===== src/rtl/hex_event_display.sv =====
// hex_event_display: drives NUM_DIGITS active-low 7-segment digits with either the name of a
// single pressed N8 button or a maze event message. Event messages are edge-triggered,
// prioritised (complete > gameover > tpblks > startblk), held for at least HOLD_CYCLES and
// scrolled when longer than the display.
//
// Ports:
//   i_clk      system clock, all state changes on the rising edge
//   i_reset    synchronous active-low reset
//   i_btn      {right,left,up,down,select,start,a,b}, level, 1 = pressed
//   i_evt      {complete,gameover,tpblks,startblk}, level
//   o_hex      o_hex[7k+6:7k] = HEXk (HEX0 rightmost), active-low, bit0 = segment a
//   o_msg_id   ID of the message currently displayed
//   o_evt_busy 1 while an event message is displayed, held or pending
module hex_event_display #(
    parameter int unsigned NUM_DIGITS    = 6,
    parameter int unsigned HOLD_CYCLES   = 50000000,
    parameter int unsigned SCROLL_CYCLES = 12500000,
    parameter int unsigned CNT_W         = 26
) (
    input  logic                    i_clk,
    input  logic                    i_reset,
    input  logic [7:0]              i_btn,
    input  logic [3:0]              i_evt,
    output logic [7*NUM_DIGITS-1:0] o_hex,
    output logic [3:0]              o_msg_id,
    output logic                    o_evt_busy
);

    localparam int ND = int'(NUM_DIGITS);
    localparam logic [CNT_W-1:0] HOLD_LOAD   = CNT_W'(HOLD_CYCLES - 1);
    localparam logic [CNT_W-1:0] SCROLL_LAST = CNT_W'(SCROLL_CYCLES - 1);
    localparam logic [CNT_W-1:0] CNT_ONE     = CNT_W'(1);

    // Active-low glyphs, bit0 = segment a
    localparam logic [6:0] G_BL = 7'h7F;
    localparam logic [6:0] G_A  = 7'h08;
    localparam logic [6:0] G_B  = 7'h03;
    localparam logic [6:0] G_C  = 7'h46;
    localparam logic [6:0] G_D  = 7'h21;
    localparam logic [6:0] G_E  = 7'h06;
    localparam logic [6:0] G_I  = 7'h79;
    localparam logic [6:0] G_L  = 7'h47;
    localparam logic [6:0] G_O  = 7'h40;
    localparam logic [6:0] G_P  = 7'h0C;
    localparam logic [6:0] G_R  = 7'h2F;
    localparam logic [6:0] G_S  = 7'h12;
    localparam logic [6:0] G_T  = 7'h07;
    localparam logic [6:0] G_U  = 7'h41;

    typedef enum logic [1:0] {StIdle, StBtn, StEvt, StScroll} state_e;

    // Message text, element 0 = leftmost character
    function automatic logic [0:7][6:0] msg_text(input logic [3:0] id);
        logic [0:7][6:0] t;
        t = {8{G_BL}};
        case (id)
            4'd1:    t = {G_U, G_P, {6{G_BL}}};
            4'd2:    t = {G_D, G_O, {6{G_BL}}};
            4'd3:    t = {G_L, G_E, {6{G_BL}}};
            4'd4:    t = {G_R, G_I, {6{G_BL}}};
            4'd5:    t = {G_S, G_E, {6{G_BL}}};
            4'd6:    t = {G_S, G_T, {6{G_BL}}};
            4'd7:    t = {G_A, {7{G_BL}}};
            4'd8:    t = {G_B, {7{G_BL}}};
            4'd9:    t = {G_S, G_T, G_A, G_R, G_T, {3{G_BL}}};
            4'd10:   t = {G_T, G_E, G_L, G_E, G_P, G_O, G_R, G_T};
            4'd11:   t = {G_D, G_E, G_A, G_D, {4{G_BL}}};
            4'd12:   t = {G_C, G_L, G_E, G_A, G_R, {3{G_BL}}};
            default: t = {8{G_BL}};
        endcase
        return t;
    endfunction

    function automatic logic [3:0] msg_len(input logic [3:0] id);
        logic [3:0] l;
        case (id)
            4'd1, 4'd2, 4'd3, 4'd4, 4'd5, 4'd6: l = 4'd2;
            4'd7, 4'd8:                         l = 4'd1;
            4'd9, 4'd12:                        l = 4'd5;
            4'd10:                              l = 4'd8;
            4'd11:                              l = 4'd4;
            default:                            l = 4'd0;
        endcase
        return l;
    endfunction

    state_e                  r_state, w_state_d;
    logic [3:0]              r_msg, w_msg_d;
    logic [1:0]              r_cur, w_cur_d;
    logic [3:0]              r_pend, w_pend_d;
    logic [3:0]              r_prev;
    logic [CNT_W-1:0]        r_hold, w_hold_d;
    logic [CNT_W-1:0]        r_scnt, w_scnt_d;
    logic [3:0]              r_off, w_off_d;
    logic [7*NUM_DIGITS-1:0] r_hex, w_hex_d;
    logic                    r_busy, w_busy_d;

    logic [3:0]      w_pend;
    logic [1:0]      w_top;
    logic            w_top_long;
    logic            w_btn_one;
    logic [3:0]      w_btn_msg;
    logic            w_take;
    logic            w_release;
    int              w_len_d;
    logic [0:7][6:0] w_text;

    // Pending set includes this cycle's rising edges so events show on the sampling edge
    assign w_pend    = r_pend | (i_evt & ~r_prev);
    assign w_btn_one = $onehot(i_btn);
    assign w_top_long = int'(msg_len(4'd9 + {2'b00, w_top})) > ND;
    assign w_len_d   = int'(msg_len(w_msg_d));

    always_comb begin
        w_top = 2'd0;
        if (w_pend[3])      w_top = 2'd3;
        else if (w_pend[2]) w_top = 2'd2;
        else if (w_pend[1]) w_top = 2'd1;
    end

    always_comb begin
        w_btn_msg = 4'd0;
        case (i_btn)
            8'h80:   w_btn_msg = 4'd4;
            8'h40:   w_btn_msg = 4'd3;
            8'h20:   w_btn_msg = 4'd1;
            8'h10:   w_btn_msg = 4'd2;
            8'h08:   w_btn_msg = 4'd5;
            8'h04:   w_btn_msg = 4'd6;
            8'h02:   w_btn_msg = 4'd7;
            8'h01:   w_btn_msg = 4'd8;
            default: w_btn_msg = 4'd0;
        endcase
    end

    always_comb begin
        w_state_d = r_state;
        w_msg_d   = r_msg;
        w_cur_d   = r_cur;
        w_pend_d  = w_pend;
        w_hold_d  = (r_hold != '0) ? r_hold - CNT_ONE : '0;
        w_take    = 1'b0;
        w_release = 1'b0;
        unique case (r_state)
            StIdle, StBtn: begin
                if (|w_pend) w_take = 1'b1;
                else         w_release = 1'b1;
            end
            StEvt, StScroll: begin
                // Strictly higher priority preempts; equal/lower waits for the hold to expire
                if ((|w_pend) && (w_top > r_cur)) begin
                    w_take = 1'b1;
                end else if ((r_hold == '0) && !i_evt[r_cur]) begin
                    if (|w_pend) w_take = 1'b1;
                    else         w_release = 1'b1;
                end
            end
        endcase
        if (w_take) begin
            w_cur_d          = w_top;
            w_msg_d          = 4'd9 + {2'b00, w_top};
            w_pend_d[w_top]  = 1'b0;
            w_hold_d         = HOLD_LOAD;
            w_state_d        = w_top_long ? StScroll : StEvt;
        end else if (w_release) begin
            w_state_d = w_btn_one ? StBtn : StIdle;
            w_msg_d   = w_btn_msg;
        end
    end

    // Scroll position restarts whenever a new event message is loaded
    always_comb begin
        w_scnt_d = '0;
        w_off_d  = '0;
        if ((w_state_d == StScroll) && !w_take) begin
            if (r_scnt == SCROLL_LAST) begin
                w_off_d = (int'(r_off) == w_len_d + 1) ? 4'd0 : r_off + 4'd1;
            end else begin
                w_scnt_d = r_scnt + CNT_ONE;
                w_off_d  = r_off;
            end
        end
    end

    assign w_busy_d = (w_state_d == StEvt) || (w_state_d == StScroll) || (|w_pend_d);
    assign w_text   = msg_text(w_msg_d);

    // Right-aligned static text, or a window onto the ring "text + 2 blanks" when scrolling
    always_comb begin
        int p;
        int idx;
        w_hex_d = '1;
        for (int k = 0; k < ND; k++) begin
            p = ND - 1 - k;
            if (w_state_d == StScroll) begin
                idx = int'(w_off_d) + p;
                if (idx >= w_len_d + 2) idx = idx - (w_len_d + 2);
            end else begin
                idx = p - (ND - w_len_d);
            end
            if ((idx >= 0) && (idx < w_len_d)) w_hex_d[7*k +: 7] = w_text[idx[2:0]];
        end
    end

    always_ff @(posedge i_clk) begin
        if (!i_reset) begin
            r_state <= StIdle;
            r_msg   <= 4'd0;
            r_cur   <= 2'd0;
            r_pend  <= 4'd0;
            r_prev  <= 4'd0;
            r_hold  <= '0;
            r_scnt  <= '0;
            r_off   <= 4'd0;
            r_hex   <= '1;
            r_busy  <= 1'b0;
        end else begin
            r_state <= w_state_d;
            r_msg   <= w_msg_d;
            r_cur   <= w_cur_d;
            r_pend  <= w_pend_d;
            r_prev  <= i_evt;
            r_hold  <= w_hold_d;
            r_scnt  <= w_scnt_d;
            r_off   <= w_off_d;
            r_hex   <= w_hex_d;
            r_busy  <= w_busy_d;
        end
    end

    assign o_hex      = r_hex;
    assign o_msg_id   = r_msg;
    assign o_evt_busy = r_busy;

endmodule

===== config.mk =====
export PLATFORM = sky130hd
export DESIGN_NAME = hex_event_display
export DESIGN_NICKNAME = d
export VERILOG_FILES = /design/src/rtl/hex_event_display.sv
export SDC_FILE = /design/constraint.sdc
export NUM_CORES = 1
export LEC_CHECK = 0
export CORE_ASPECT_RATIO = 0.5
export CORE_MARGIN = 3
export CORE_UTILIZATION = 56
export DETAILED_ROUTE_END_ITERATION = 7
export GPL_TIMING_DRIVEN = 0
export PLACE_DENSITY = 0.82
export SYNTH_ARGS = -nofsm -noshare
export SYNTH_HDL_FRONTEND = slang
export SYNTH_SLANG_ARGS = --single-unit

===== constraint.sdc =====
create_clock -name i_clk -period 29.7 [get_ports i_clk]
set_input_delay 4.455 -clock i_clk [delete_from_list [all_inputs] [get_ports i_clk]]
set_output_delay 4.455 -clock i_clk [all_outputs]
set_load 0.02 [all_outputs]

==> run summary, run 1 <==
Status: finished clean
WL final: 34.17 mm
Antenna cells: 0
Num CTS Buffers: 17
Initial antenna violation count: 0
DR vias: 10.61k
Commonest non-fill, non-tap cells in the layout: dfxtp_1, nand2_1, nor2_1
# setup viols final: 0
Final worst-path setup slack: 12.47 ns
Cells resized by post-CTS repair: 0
Worst ir drop on vdd: 0.05561 mV
Maximum number of pins on one net before global-route repair: 17
Ys flop type: dfxtp_1
Tcrit/Tclk final: 58.00%
RR Startpoint: r_prev[2]
Final hold violations: 0
Synth warn: 0
WL met3: 4.019 mm
Critical path arrival: 17.47 ns
Antenna Nets Post-Route: 0
Postcts setup bufs: 0
CP Launch Type: input port
Pleak: 4.578 nW
Core area: 17570 um2
Crit Path Class: in2reg
Hold Crit Class: reg2reg
Std-Cell Rows: 34
Crit. Startpoint: i_evt[3]
Clock Pin Slew Worst Setup and Hold Paths: 0.06 ns
GR Util All Layers: 33.87%
Placed insts: 1598
First-pass GRT wire length: 53.23 mm
Drt pass-1 iters: 8
Total negative setup slack: 0 ns
RSZ-0062 raised after global routing: false
Via-per-instance ratio: 6.509
Nets: 1490
Placer Congestion: 1.024
Max-slew violation count: 0
Max incr delay on CP: 0.82 ns
HPWL Detailed: 25.44 mm
Post-Route Utilization: 66.71%
Max layer used: met4
Area Growth Syn to Fin: 15.31%
Non-Filler Instances: 1630
Syn Inst Count: 1296
Number of global-route vias before repair: 9894
Final setup skew: 0.01319 ns
FMAX: 58.05 MHz
Layout cells sized above 1: 7.880%
#FFs+latches synth: 115
Die area: 19900 um2
Synthesized area per cell: 7.842 um2
Wire length per cell: 20.96 um
Post-synthesis instance area: 10160 um2
Port bufs: 59
Dpl ws: 12.56 ns
Clk sinks: 115
Metal2 WL: 14.64 mm
Crit. End Element: flip-flop
H-Tree Level Count: 4
Required time of the critical path: 29.95 ns
Slowest CP cell: nor3_1
Clk root buf: clkbuf_16
Distinct cells, synth: 90
Clock buffer depth: 2
Die Wd: 196.5 um
Hold Crit Start: r_scnt[0]
Post-synth ARST share: 0%
Post-CTS Hold Buffers: 0
Rel. slew slack: 9.968%
Crit-path most repeated cell: inv_1
GRT overflow: 0
Post-synthesis sequential area ratio: 22.65%
Top-level I/O count: 61
Number of max-cap violations: 0
Least-Margin Pin Slew: 1.350 ns
DIE HEIGHT: 101.3 um
Most common cell after layout, fill and taps aside: dfxtp_1
Clk_lat worst skew: 0.43 ns
Starting Density: 57.85%
Initial detailed-routing violation count: 1331
DRC viols: 0
Min Tclk post-route: 17.23 ns
Pwr/cell area: 103.5 nW/um2
CP max FO: 11
CTS tree: built
Routed metal-1 wire length: 14.85 mm
Post-synth EDFFs: 0
layout make-up:
type | count | area [um2]
Tap cell | 234 | 292.8
Clock buffer | 19 | 442.9
Multi-Input combinational cell | 1060 | 7350
Sequential cell | 115 | 2302
Timing Repair Buffer | 59 | 590.6
Clock inverter | 13 | 196.4
Inverter | 67 | 254.0
Buffer | 63 | 291.5
Fill cell | 1518 | 5849
cell usage after synthesis, types with 6 or more instances:
cell type | count | area (um2)
mux2_2 | 8 | 90.09
dfxtp_1 | 115 | 2302
clkbuf_1 | 42 | 157.7
nor2b_1 | 21 | 131.4
xnor2_1 | 45 | 394.1
nand2b_1 | 28 | 175.2
nor3_1 | 35 | 175.2
a21o_1 | 19 | 142.6
nand4_1 | 13 | 81.33
and2_1 | 29 | 181.4
mux4_2 | 6 | 135.1
nand3b_1 | 6 | 45.04
o311ai_0 | 6 | 52.55
inv_1 | 61 | 229.0
a31oi_1 | 18 | 112.6
or3_1 | 9 | 56.30
xor2_1 | 28 | 245.2
ha_1 | 80 | 1001
a21oi_1 | 79 | 395.4
and3_1 | 12 | 75.07
a211oi_1 | 18 | 135.1
nand3_1 | 45 | 225.2
nor2_1 | 109 | 409.1
mux2i_1 | 28 | 280.3
buf_2 | 14 | 70.07
o221ai_1 | 7 | 61.31
nand2_1 | 114 | 427.9
o21bai_1 | 6 | 45.04
o21ai_0 | 97 | 485.5
fa_1 | 13 | 260.3
o21a_1 | 9 | 67.56
o21ai_1 | 11 | 55.05
o211ai_1 | 31 | 232.7
o31ai_1 | 8 | 60.06
o22ai_1 | 10 | 62.56
nor4_1 | 11 | 68.82
path summary, 6_finish.rpt:
path,endpoint,slack [ns],depth (start not counted)
hold reg to reg,r_scnt[0],0.46,1
hold / removal,r_scnt[0],0.46,1
setup reg to reg,o_hex[20],16.64,46
setup / recovery,o_hex[20],12.47,47
metrics by stage:
step	hold WS (ns)	total power, mW	cell area [um2]
6_report	0.4597	1.213	11720
5_1_grt	0.4855	1.283	11720
4_1_cts	0.4634	1.184	11720
3_5_place_dp	0.4506	0.9533	11080
3_3_place_gp	0.4413	0.9343	11080
2_1_floorplan	0.4263	0.7457	10200
report_power, final:
group | total, mW | internal, mW | leakage [nW] | switching, mW
Clock | 0.226 | 0.144 | 0.305 | 0.0816
Sequential | 0.184 | 0.172 | 0.940 | 0.0118
Combinational | 0.804 | 0.288 | 3.33 | 0.515
Total | 1.21 | 0.604 | 4.58 | 0.609
state kept, by name, summed over array words and instances (netlist names), 2 cells and up:
name	count
r_hold	26
r_state	2
r_pend	4
r_prev	4
r_cur	2
o_hex	42
o_msg_id	4
r_off	4
r_scnt	26
critical path: cells and delay by family:
family / cells / cell delay [ns]
xor gates and xnor gates: 1 / 0.13
muxes: 1 / 0.35
and+or+nand+nor: 15 / 3.92
adders and majority gates: 7 / 2.15
buffers and inverters: 11 / 3.18
AOI/OAI and AO/OA: 12 / 3.22
kinds of logic after synthesis:
group | count (synthesis) | share of synthesized area, %
compound gates | 369 | 24.34
flops | 115 | 22.65
xor+xnor | 73 | 6.291
simple gates | 472 | 23.90
mux | 42 | 4.974
other cells | 2 | 0.07389
fa+ha+maj | 93 | 12.41
buf+inv | 130 | 5.367
layer usage:
metal / global-route usage [%] / up-vias
met5: 0 / -
met4: 8.593 / 0
met3: 9.438 / 74
met2: 52.47 / 621
met1: 47.05 / 5064
li1: - / 4850
No activity file was read; power rests on OpenSTA's default activity.
==> inputs of run 2 (changes only) <==
- PLACE_DENSITY: 0.82 -> 0.85
- clock period: 29.7 -> 14 ns (I/O delays scaled with it)
==> run summary, run 2 (synthesized netlist as in run 1, its figures left out) <==
Top-level I/O count: 61 (unchanged)
GR Util All Layers: 33.08% (-0.78 points)
First-pass GRT wire length: 52.50 mm (-1.4%)
Std-Cell Rows: 34 (unchanged)
Starting Density: 57.85% (unchanged)
Max-slew violation count: 0 (unchanged)
# setup viols final: 0 (unchanged)
Crit. Startpoint: i_evt[3]
Least-Margin Pin Slew: 1.297 ns (-0.05340 ns)
DIE HEIGHT: 101.3 um (unchanged)
Total Power: 2.527 mW (+110%)
Num CTS Buffers: 17 (unchanged)
Design area: 11720 um2 (about the same)
Die Wd: 196.5 um (unchanged)
CP max FO: 11 (unchanged)
Placed insts: 1598 (unchanged)
Worst ir drop on vdd: 0.1775 mV (+220%)
Non-Filler Instances: 1628 (-0.12%)
Crit. End Element: flip-flop
Clock Pin Slew Worst Setup and Hold Paths: 0.05 ns (about the same)
Hold Crit Start: r_scnt[0]
Pwr/cell area: 215.6 nW/um2 (+110%)
Cell count of the worst reg-to-reg path: 43 (-6.5%)
Min Tclk post-route: 13.33 ns
R2R Setup Slk: 2.53 ns (-14.11 ns)
Number of flip-flops in the largest register: 42 (unchanged)
Slowest CP cell: or4_1
Number of max-cap violations: 0 (unchanged)
CP Launch Type: input port
Via-per-instance ratio: 6.495 (-0.21%)
FMAX: 75.02 MHz
Tcrit/Tclk final: 95.22%
Final hold violations: 0 (unchanged)
Placer Congestion: 1.002 (-2.1%)
HPWL Detailed: 25.21 mm (-0.88%)
Max incr delay on CP: 0.55 ns (-0.27 ns)
Die area: 19900 um2 (unchanged)
Pleak: 4.548 nW (-0.65%)
Commonest non-fill, non-tap cells in the layout: dfxtp_1, nand2_1, nor2_1
GRT overflow: 0 (unchanged)
Most common cell after layout, fill and taps aside: dfxtp_1
Rel. slew slack: 13.53% (+3.6 points)
Antenna Nets Post-Route: 0 (unchanged)
Number of global-route vias before repair: 9988 (+0.95%)
Initial detailed-routing violation count: 1251 (-6.0%)
Crit-path most repeated cell: ha_1
Nets: 1489 (-0.067%)
Area Growth Syn to Fin: 15.30% (about the same)
Final setup skew: 0.01001 ns (-0.003185 ns)
Clk_lat worst skew: 0.43 ns (about the same)
WL final: 33.41 mm (-2.2%)
Crit Path Class: in2reg
Wire length per cell: 20.52 um (-2.1%)
RSZ-0062 raised after global routing: false
Port bufs: 59 (unchanged)
Post-Route Utilization: 66.70% (about the same)
DRC viols: 0 (unchanged)
Maximum number of pins on one net before global-route repair: 17 (unchanged)
Hold Path Depth: 1 (unchanged)
Area after DPL: 11080 um2 (unchanged)
CTS tree: built
H-Tree Level Count: 4 (unchanged)
WHS: 0.4675 ns (+0.007757 ns)
Core area: 17570 um2 (unchanged)
RR Startpoint: r_prev[3]
Antenna cells: 0 (unchanged)
Initial antenna violation count: 0 (unchanged)
DR vias: 10.57k (-0.33%)
Status: finished clean
Clk root buf: clkbuf_16
Required time of the critical path: 14.27 ns (-15.68 ns)
Hold Crit Class: reg2reg
Postcts setup bufs: 0 (unchanged)
Clock buffer depth: 2 (unchanged)
Drt pass-1 iters: 7 (-1)
Layout cells sized above 1: 8.752% (+0.87 points)
Clk sinks: 115 (unchanged)
Critical path arrival: 13.60 ns (-3.87 ns)
[run 2: changes by cell type in the layout (fill, tap and decap cells not counted), sizes merged]
cell	delta
clkinvlp	+3
clkbuf	-3
clkinv	+1
bufinv	-2
inv	-1
[run 2: worst paths after layout]
kind / endpoint
worst max-delay path: o_hex[32]
worst min-delay path: r_scnt[0]
worst max register to register: o_hex[32]
worst min register to register: r_scnt[0]
[run 2: report_power, final]
group          switching [mW]  internal [mW]  total, mW  leakage, nW
clock                   0.169          0.262      0.432        0.268
combinational            1.09          0.616       1.71         3.34
sequential             0.0239          0.364      0.388        0.940
[run 2: timing repair]
action                                  CTS  global route
endpoints found under the setup margin   11            31
gates resized for setup                   3            11
hold buffers                              0             0
[run 2: critical path, delay by kind of cell]
kind / cells / cell delay [ns]
AND/OR/NAND/NOR: 14 / 3.54
AO/OA/AOI/OAI: 13 / 3.11
adder cells (fa/ha/maj): 7 / 2.52
buffers and inverters: 9 / 2.08
XOR/XNOR: 1 / 0.23
[run 2: routing by layer]
| layer | wire (um) | part of all wire (%) | track usage, % |
|---|---|---|---|
| met5 | 0 | 0 | 0 |
| met1 | 14270 | 43 | 45.76 |
| met4 | 535 | 1.6 | 8.374 |
| met2 | 14590 | 44 | 52.31 |
| met3 | 4013 | 12 | 8.242 |
[run 2: area by class of cell]
| class | instances | area, um2 |
|---|---|---|
| Buffer | 62 | 289.0 |
| Clock buffer | 17 | 425.4 |
| Clock inverter | 14 | 155.1 |
| Fill cell | 1450 | 5851 |
| Inverter | 67 | 254.0 |
| Multi-Input combinational cell | 1060 | 7410 |
| Sequential cell | 115 | 2302 |
| Tap cell | 234 | 292.8 |
| Timing Repair Buffer | 59 | 590.6 |
[run 2: per-stage QoR]
stage	setup TNS, ns	setup WS, ns
2_1_floorplan	0	2.720
3_3_place_gp	-2.702	-0.4105
3_5_place_dp	-10.92	-0.8606
4_1_cts	0	0.1662
5_1_grt	0	0.02500
6_report	0	0.6694
